File: src/rtl/seq_pattern_tx_if.sv
// Control and serial-output bundle between a pattern transmitter and whatever drives it.
// The transmitter takes the slave side. The stimulus or controller takes the master side.
interface seq_pattern_tx_if #(
  parameter int PAT_W = 4,
  parameter int CNT_W = 4
);
  logic             start;
  logic             abort;
  logic [PAT_W-1:0] pattern;
  logic [CNT_W-1:0] repeat_n;
  logic             sequence_out;
  logic             bit_valid;
  logic             busy;
  logic             done;

  modport master (
    output start, abort, pattern, repeat_n,
    input  sequence_out, bit_valid, busy, done
  );

  modport slave (
    input  start, abort, pattern, repeat_n,
    output sequence_out, bit_valid, busy, done
  );
endinterface

File: src/rtl/seq_pattern_tx.sv
// Serial pattern transmitter that drives a sequence detector's input.
// It shifts a latched pattern out MSB-first, repeats it, optionally inserts idle gaps, and then pulses done.
module seq_pattern_tx #(
  parameter int PAT_W   = 4,
  parameter int CNT_W   = 4,
  parameter int GAP_CYC = 0
) (
  input  logic              clk,
  input  logic              reset,
  seq_pattern_tx_if.slave   bus
);
  localparam int BW = $clog2(PAT_W);
  localparam int GW = (GAP_CYC > 1) ? $clog2(GAP_CYC) : 1;
  localparam logic [BW-1:0] BIT_LAST = BW'(PAT_W - 1);
  localparam logic [GW-1:0] GAP_LAST = GW'((GAP_CYC > 0) ? (GAP_CYC - 1) : 0);

  typedef enum logic [1:0] {IDLE, SHIFT, GAP, DONE} state_t;

  state_t           r_state;
  logic [PAT_W-1:0] r_shift;
  logic [PAT_W-1:0] r_pat;
  logic [BW-1:0]    r_bitcnt;
  logic [CNT_W-1:0] r_rep;
  logic [GW-1:0]    r_gapcnt;
  logic             r_seq;
  logic             r_vld;
  logic             r_busy;
  logic             r_done;

  always_ff @(posedge clk) begin
    if (reset) begin
      r_state  <= IDLE;
      r_shift  <= '0;
      r_pat    <= '0;
      r_bitcnt <= '0;
      r_rep    <= '0;
      r_gapcnt <= '0;
      r_seq    <= 1'b0;
      r_vld    <= 1'b0;
      r_busy   <= 1'b0;
      r_done   <= 1'b0;
    end else begin
      // Every output defaults low. Each state raises only the outputs it owns.
      r_seq  <= 1'b0;
      r_vld  <= 1'b0;
      r_busy <= 1'b0;
      r_done <= 1'b0;
      if (bus.abort) begin
        r_state <= IDLE;
      end else begin
        case (r_state)
          IDLE: begin
            if (bus.start) begin
              r_shift  <= bus.pattern;
              r_pat    <= bus.pattern;
              r_rep    <= (bus.repeat_n == '0) ? CNT_W'(1) : bus.repeat_n;
              r_bitcnt <= BIT_LAST;
              r_state  <= SHIFT;
            end
          end
          SHIFT: begin
            r_seq   <= r_shift[PAT_W-1];
            r_vld   <= 1'b1;
            r_busy  <= 1'b1;
            r_shift <= r_shift << 1;
            if (r_bitcnt == '0) begin
              if (r_rep != '0) r_rep <= r_rep - CNT_W'(1);
              // A count above one means at least one more repetition follows this one.
              if (r_rep > CNT_W'(1)) begin
                r_bitcnt <= BIT_LAST;
                if (GAP_CYC == 0) begin
                  r_shift <= r_pat;
                end else begin
                  r_gapcnt <= GAP_LAST;
                  r_state  <= GAP;
                end
              end else begin
                r_state <= DONE;
              end
            end else begin
              r_bitcnt <= r_bitcnt - BW'(1);
            end
          end
          GAP: begin
            r_busy <= 1'b1;
            // Reload on the final gap cycle so that the next edge carries the pattern MSB.
            if (r_gapcnt == '0) begin
              r_shift  <= r_pat;
              r_bitcnt <= BIT_LAST;
              r_state  <= SHIFT;
            end else begin
              r_gapcnt <= r_gapcnt - GW'(1);
            end
          end
          DONE: begin
            r_done  <= 1'b1;
            r_state <= IDLE;
          end
          default: r_state <= IDLE;
        endcase
      end
    end
  end

  assign bus.sequence_out = r_seq;
  assign bus.bit_valid    = r_vld;
  assign bus.busy         = r_busy;
  assign bus.done         = r_done;
endmodule

File: src/flat_wrapper.sv
// flat-port wrapper written by rule: the top's interface ports become plain ports
module seq_pattern_tx_flat 
#(
  parameter int PAT_W   = 4,
  parameter int CNT_W   = 4,
  parameter int GAP_CYC = 0
)
  (clk, reset, bus_start, bus_abort, bus_pattern, bus_repeat_n, bus_sequence_out, bus_bit_valid, bus_busy, bus_done);
  seq_pattern_tx_if #(.PAT_W(PAT_W), .CNT_W(CNT_W)) bus_i ();
  input  logic clk;
  input  logic reset;
  input wire logic [$bits(bus_i.start)-1:0] bus_start;
  input wire logic [$bits(bus_i.abort)-1:0] bus_abort;
  input wire logic [$bits(bus_i.pattern)-1:0] bus_pattern;
  input wire logic [$bits(bus_i.repeat_n)-1:0] bus_repeat_n;
  output wire logic [$bits(bus_i.sequence_out)-1:0] bus_sequence_out;
  output wire logic [$bits(bus_i.bit_valid)-1:0] bus_bit_valid;
  output wire logic [$bits(bus_i.busy)-1:0] bus_busy;
  output wire logic [$bits(bus_i.done)-1:0] bus_done;
  assign bus_i.start = bus_start;
  assign bus_i.abort = bus_abort;
  assign bus_i.pattern = bus_pattern;
  assign bus_i.repeat_n = bus_repeat_n;
  assign bus_sequence_out = bus_i.sequence_out;
  assign bus_bit_valid = bus_i.bit_valid;
  assign bus_busy = bus_i.busy;
  assign bus_done = bus_i.done;
  seq_pattern_tx #(.PAT_W(PAT_W), .CNT_W(CNT_W), .GAP_CYC(GAP_CYC)) u_core (.clk(clk), .reset(reset), .bus(bus_i));
endmodule
File: config.mk
export PLATFORM = sky130hd
export DESIGN_NAME = seq_pattern_tx_flat
export DESIGN_NICKNAME = d
export VERILOG_FILES = /design/src/rtl/seq_pattern_tx_if.sv /design/src/rtl/seq_pattern_tx.sv /design/src/flat_wrapper.sv
export SDC_FILE = /design/constraint.sdc
export NUM_CORES = 1
export LEC_CHECK = 0
export CORE_UTILIZATION = 30
export CTS_CLUSTER_SIZE = 14
export DETAILED_ROUTE_END_ITERATION = 7
export DONT_BUFFER_PORTS = 1
export PLACE_DENSITY = 0.49
export SETUP_SLACK_MARGIN = 0.1
export SLEW_MARGIN = 20
export SYNTH_ARGS = -nofsm -noshare
export SYNTH_HDL_FRONTEND = slang
export SYNTH_SLANG_ARGS = --single-unit
File: constraint.sdc
create_clock -name clk -period 2.1 [get_ports clk]
set_input_delay 0.42 -clock clk [delete_from_list [all_inputs] [get_ports clk]]
set_output_delay 0.42 -clock clk [all_outputs]
set_load 0.005 [all_outputs]
==> flow_metrics.env, run 1 <==
export IMPL_power_density_mw_per_mm2=755.7
export IMPL_rows=21
export IMPL_syn_area_per_cell_um2=8.974
export IMPL_drtPass1Iterations=4
export IMPL_met3_usage=0.03832
export IMPL_muxShareOfSynthArea=0.07429
export IMPL_io_pins=16
export IMPL_dp_hpwl_um=1815
export IMPL_synth_edf_count=0
export IMPL_synth_warnings=0
export IMPL_dp_slack_ns=0.08380
export IMPL_vias=891
export IMPL_critPathKind="flop to flop"
export IMPL_worstHoldPathType="input port to flop"
export IMPL_antenna_found_initial=0
export IMPL_nNetsFinal=149
export IMPL_power_total_w=0.0009436
export IMPL_relSlewSlack=0.8017
export IMPL_final_cell_mix="17 x dfxtp_1, 13 x nor2_1, 10 x inv_1, 8 x ha_1"
export IMPL_cts_root_buf="clkbuf_4"
export IMPL_grt_pass1_wl_um=4181
export IMPL_critPathLaunchType="flop"
export IMPL_fin_crit_sh=0.8964
export IMPL_rsz0062_at_grt="true"
export IMPL_vias_per_cell=5.150
export IMPL_busiest_layer="met2"
export IMPL_area_delta_synth_final_pct=14.06
export IMPL_grt_max_degree=19
export IMPL_drt_iter0_drc=38
export IMPL_critical_path_required_ns=2.31
export IMPL_cts_tree="built"
export IMPL_status="finished clean"
export IMPL_grtUsageMet2=0.2215
export IMPL_wire_per_inst_um=14.08
export IMPL_hold_viol_final=0
export IMPL_core_area_mm2=0.003416
export IMPL_die_x_um=62.41
export IMPL_tightest_slew_ns=0.2965
export IMPL_cts_clk_slew_worst_paths_ns=0.13
export IMPL_grt_pass1_vias=897
export IMPL_async_reset_ff_frac=0
export IMPL_ys_seq_elements=20
export IMPL_start_util=0.3205
export IMPL_grt_total_usage=0.1375
export IMPL_drt_total_wl_um=2435
export IMPL_fmax_ghz=0.5312
export IMPL_synth_adder_area_share=0.1029
export IMPL_drc=0
export IMPL_drive_above_1_share=0.1890
export IMPL_slew_violations=0
export IMPL_synth_xor_area_frac=0.008000
export IMPL_hold_start="reset"
export IMPL_synth_seq_area_share=0.3657
export IMPL_ir_drop_mv=0.2543
export IMPL_port_buffer_count=0
export IMPL_die_h_um=62.41
export IMPL_ys_types=38
export IMPL_end_kind="flop"
export IMPL_htree_num_levels=1
export IMPL_finalCriticalPeriod_ns=1.883
export IMPL_diodes=0
export IMPL_synth_compound_area_frac=0.2023
export IMPL_synth_fp_nets=143
export IMPL_synth_simple_area_share=0.1920
export IMPL_cp_startpoint="u_core.r_state[1]"
export IMPL_final_common_cell="dfxtp_1"
export IMPL_synth_area_mm2=0.001095
export IMPL_layout_setup_ws_ns=0.2175
export IMPL_regToRegStartpoint="u_core.r_state[1]"
export IMPL_overflow=0
export IMPL_worstSkewPairLatency_ns=0.31
export IMPL_finalSetupTns_ns=0
export IMPL_synth_ff_type="dfxtp_1"
export IMPL_syn_inst=122
export IMPL_clock_sinks=20
export IMPL_maxCapViolCount=0
export IMPL_clock_skew_final_ns=0.009924
export IMPL_setup_viol=0
export IMPL_clk_path_buf_depth=2
export IMPL_use_met1=0.1696
export IMPL_power_leakage_nw=0.4953
export IMPL_critPathMaxFanout=6
export IMPL_die_area_mm2=0.003895
export IMPL_postRouteAntennaNets=0
export IMPL_critPathArrivalTime_ns=2.09
export IMPL_synth_top_family_by_area="compound AO/OA/AOI/OAI gates"
export IMPL_hold_buffers=0
export IMPL_gp_congestion=0.7455
export IMPL_cts_made_buffers=3
flip-flops by register name, indices dropped and copies added, names as in the netlist, 2 cells and up:
signal	count
u_core.r_bitcnt	2
u_core.r_shift	4
u_core.r_state	2
u_core.r_pat	4
u_core.r_rep	4
worst max-delay path, cell delays in order (launching register included):
cell and delay [ns]:
dfxtp_4 0.40, inv_1 0.06, ha_2 0.18, and2b_2 0.23, or3_4 0.43, a31oi_4 0.21, mux2i_1 0.21, nor2_1 0.06
timing repair:
action | in CTS | in global routing
setup buffers | 0 | 2
gates resized for setup | 2 | 6
setup endpoints to repair | 2 | 8
pin swaps | 0 | 1
through the flow:
| stage | std cells | area (um^2) | hold WS, ns | util |
|---|---|---|---|---|
| final | 173 | 1249 | 0.1444 | 0.3656 |
| after global routing | 173 | 1249 | 0.1126 | 0.3656 |
| after CTS | 171 | 1222 | 0.1451 | 0.3579 |
| after detailed placement | 167 | 1160 | 0.4440 | 0.3396 |
| after global placement | 167 | 1160 | 0.4410 | 0.3396 |
| after floorplan | 122 | 1095 | 0.4319 | - |
area by class of cell:
class / count / area, um^2
clock buffer: 3 / 22.52
clock inverter: 1 / 30.03
fill: 376 / 2167
inverter: 10 / 37.54
multi-input combinational: 87 / 646.9
sequential: 20 / 409.1
tap: 46 / 57.56
timing repair buffer: 6 / 45.04
synth_stat cells, types with 4 or more instances:
cell type   n  area [um^2]
dfxtp_1    20        400.4
mux2i_1     7        70.07
clkbuf_1    4        15.01
nand3_1     4        20.02
a21oi_1     7        35.03
nor3_1      5        25.02
nor2_1     13        48.80
inv_1      10        37.54
o21ai_0     7        35.03
ha_1        9        112.6
path summary, 6_finish.rpt:
| path | cells after the start | endpoint | slack, ns |
|---|---|---|---|
| worst max-delay path | 7 | u_core.r_rep[0] | 0.22 |
| worst max register to register | 7 | u_core.r_rep[0] | 0.22 |
| worst min register to register | 2 | u_core.r_shift[2] | 0.46 |
| worst min-delay path | 1 | u_core.r_state[0] | 0.14 |
per-layer routing:
metal | part of all wire | wire length, um
met1 | 0.47 | 1154
met2 | 0.46 | 1118
met5 | 0 | 0
met3 | 0.048 | 118
met4 | 0.018 | 44
where the power goes:
part	leakage, nW	switching, W	internal [W]
clock network	0.0279	0.000132	0.000193
logic	0.302	0.000103	0.0000931
registers	0.165	0.0000203	0.000403
total	0.495	0.000254	0.000689
cell families after synthesis:
logic type / count (synthesis)
AOI/OAI and AO/OA: 31
xor gates and xnor gates: 1
adders and majority gates: 9
buffers and inverters: 15
DFF: 20
muxes: 8
and+or+nand+nor: 38
Note: power is estimated with default switching activity, not from simulation.
==> inputs of run 2 (changes only) <==
Settings changed: CTS_BUF_LIST set to sky130_fd_sc_hd__clkbuf_2 sky130_fd_sc_hd__clkbuf_4 sky130_fd_sc_hd__clkbuf_8.
==> results of run 2 <==
The final DEF is identical to that of run 1; final timing and power are the same.
==> inputs of run 3 (changes only) <==
Settings changed: GPL_TIMING_DRIVEN set to 0.
==> flow_metrics.env, run 3 (synthesized netlist as in run 1, its figures left out) <==
export IMPL_r2r_end="u_core.r_bitcnt[0]"
export IMPL_crit_buf_inv=2
export IMPL_cp_cell_sequence="inv_1 > ha_2 > and2b_2 > or3_1 > buf_6 > or3_1 > o21ai_0 > a221oi_1"
export IMPL_drc=0
export IMPL_ff2ff_path_depth=8
export IMPL_dp_hpwl_um=1728
export IMPL_highest_layer="met4"
export IMPL_clock_sinks=20
export IMPL_die_x_um=62.41
export IMPL_relSlewSlack=0.6586
export IMPL_drt_total_wl_um=2397
export IMPL_die_h_um=62.41
export IMPL_die_area_mm2=0.003895
export IMPL_worstHoldPathType="input port to flop"
export IMPL_worstSkewPairLatency_ns=0.29
export IMPL_critical_path_required_ns=2.27
export IMPL_seq_power_share=0.525
export IMPL_grt_total_usage=0.1281
export IMPL_critPathKind="flop to flop"
export IMPL_top_regs="u_core.r_pat x4, u_core.r_rep x4, u_core.r_shift x4"
export IMPL_tightest_slew_ns=0.5120
export IMPL_regToRegStartpoint="u_core.r_state[0]"
export IMPL_diodes=0
export IMPL_met3RoutedLength_um=85
export IMPL_drt_iter0_drc=60
export IMPL_power_frac_clock=0.222
export IMPL_finalCriticalPeriod_ns=1.949
export IMPL_final_cell_mix="17 x dfxtp_1, 13 x nor2_1, 10 x inv_1"
export IMPL_hold_viol_final=0
export IMPL_vias_per_cell=5.121
export IMPL_rrSetupSlack_ns=0.15
export IMPL_clk_path_buf_depth=2
export IMPL_ff_latch_area_um2=409.1
export IMPL_final_common_cell="dfxtp_1"
export IMPL_intPower_w=0.0005614
export IMPL_wl_met1_um=1198
export IMPL_cpMostUsedCell="or3_1"
export IMPL_critPathMaxFanout=8
export IMPL_vias=886
export IMPL_critPathLaunchType="flop"
export IMPL_met2_length_um=1097
export IMPL_antenna_found_initial=0
export IMPL_area_delta_synth_final_pct=12.69
export IMPL_core_area_mm2=0.003416
export IMPL_finalNonFillerCells=173
export IMPL_fin_crit_sh=0.9279
export IMPL_maxCapViolCount=0
export IMPL_dp_slack_ns=-0.05329
export IMPL_grt_pass1_wl_um=3946
export IMPL_setup_viol=0
export IMPL_path_delay_family="simple AND/OR/NAND/NOR gates"
export IMPL_sw_frac_of_total=0.3034
export IMPL_ir_drop_mv=0.3588
export IMPL_finalSetupTns_ns=0
export IMPL_cts_made_buffers=3
export IMPL_cts_root_buf="clkbuf_4"
export IMPL_start_util=0.3205
export IMPL_grt_max_degree=11
export IMPL_min_path_cells=1
export IMPL_power_density_mw_per_mm2=653.2
export IMPL_dp_cells=168
export IMPL_worst_path_max_delay_cell="dfxtp_4"
export IMPL_cts_tree="built"
export IMPL_critPathArrivalTime_ns=2.12
export IMPL_timing_hold_ws_ns=0.1770
export IMPL_pwr_share_comb=0.253
export IMPL_clock_skew_final_ns=0.006661
export IMPL_port_buffer_count=0
export IMPL_critPathMaxStageDelay_ns=0.39
export IMPL_gp_congestion=0.7779
export IMPL_layout_setup_ws_ns=0.1513
export IMPL_htree_num_levels=1
export IMPL_final_util=0.3612
export IMPL_slew_violations=0
export IMPL_fmax_ghz=0.5132
export IMPL_wire_per_inst_um=13.86
export IMPL_overflow=0
export IMPL_drtPass1Iterations=4
export IMPL_io_pins=16
export IMPL_rsz0062_at_grt="true"
export IMPL_rows=21
export IMPL_power_leakage_nw=0.4792
export IMPL_holdPathEnd="u_core.r_state[0]"
export IMPL_nNetsFinal=150
export IMPL_status="finished clean"
export IMPL_power_switching_w=0.0002445
export IMPL_end_kind="flop"
export IMPL_multi_input_area_um2=661.9
export IMPL_cts_clk_slew_worst_paths_ns=0.11
export IMPL_postRouteAntennaNets=0
export IMPL_hold_start="bus_abort"
export IMPL_final_fill_count=374
export IMPL_grt_pass1_vias=846
export IMPL_drive_above_1_share=0.1811
export IMPL_hold_buffers=0
==> run 3: what timing repair did <==
item | in CTS | in global routing
pin swaps | 0 | 1
setup endpoints to repair | 5 | 7
buffers inserted | 1 | 1
hold endpoints to repair | 0 | 0
resized for setup | 6 | 9
==> run 3: per-stage QoR <==
step	total power, W	cell area (um^2)
detailed placement	0.0006167	1152
floorplan	0.0005775	1095
CTS	0.0008033	1192
global placement	0.0006115	1152
finish	0.0008059	1234
global route	0.0008611	1234
==> run 3: layout make-up <==
cell class                      count  share of cell area
Multi-Input combinational cell     87              0.5365
Tap cell                           46             0.04665
Clock buffer                        3             0.01826
Sequential cell                    20              0.3316
Inverter                           10             0.03043
Buffer                              5             0.02434
Timing Repair Buffer                2             0.01217
==> run 3: worst max path at each step <==
stage | from | end | depth (start not counted) | slack [ns]
6_report | u_core.r_state[0] | u_core.r_bitcnt[0] | 8 | 0.15
3_3_place_gp | u_core.r_state[1] | u_core.r_bitcnt[0] | 8 | 0.005
3_5_place_dp | u_core.r_state[0] | u_core.r_bitcnt[0] | 8 | -0.05
2_1_floorplan | u_core.r_state[0] | u_core.r_bitcnt[0] | 8 | 0.20
5_1_grt | u_core.r_state[0] | u_core.r_bitcnt[0] | 8 | 0.04
4_1_cts | u_core.r_state[0] | u_core.r_bitcnt[0] | 8 | 0.10
==> run 3: layer usage <==
metal / track usage / up-vias
li1: - / 450
met1: 0.1670 / 421
met2: 0.2079 / 13
met3: 0.04380 / 2
met4: 0.01744 / 0
met5: 0 / -
==> run 3: power by group through the flow <==
stage	Sequential, W	Combinational, W	Clock, W
floorplan	0.000426	0.000151	0
global placement	0.000431	0.000180	0
detailed placement	0.000432	0.000185	0
CTS	0.000423	0.000189	0.000191
global route	0.000427	0.000232	0.000203
finish	0.000423	0.000204	0.000179
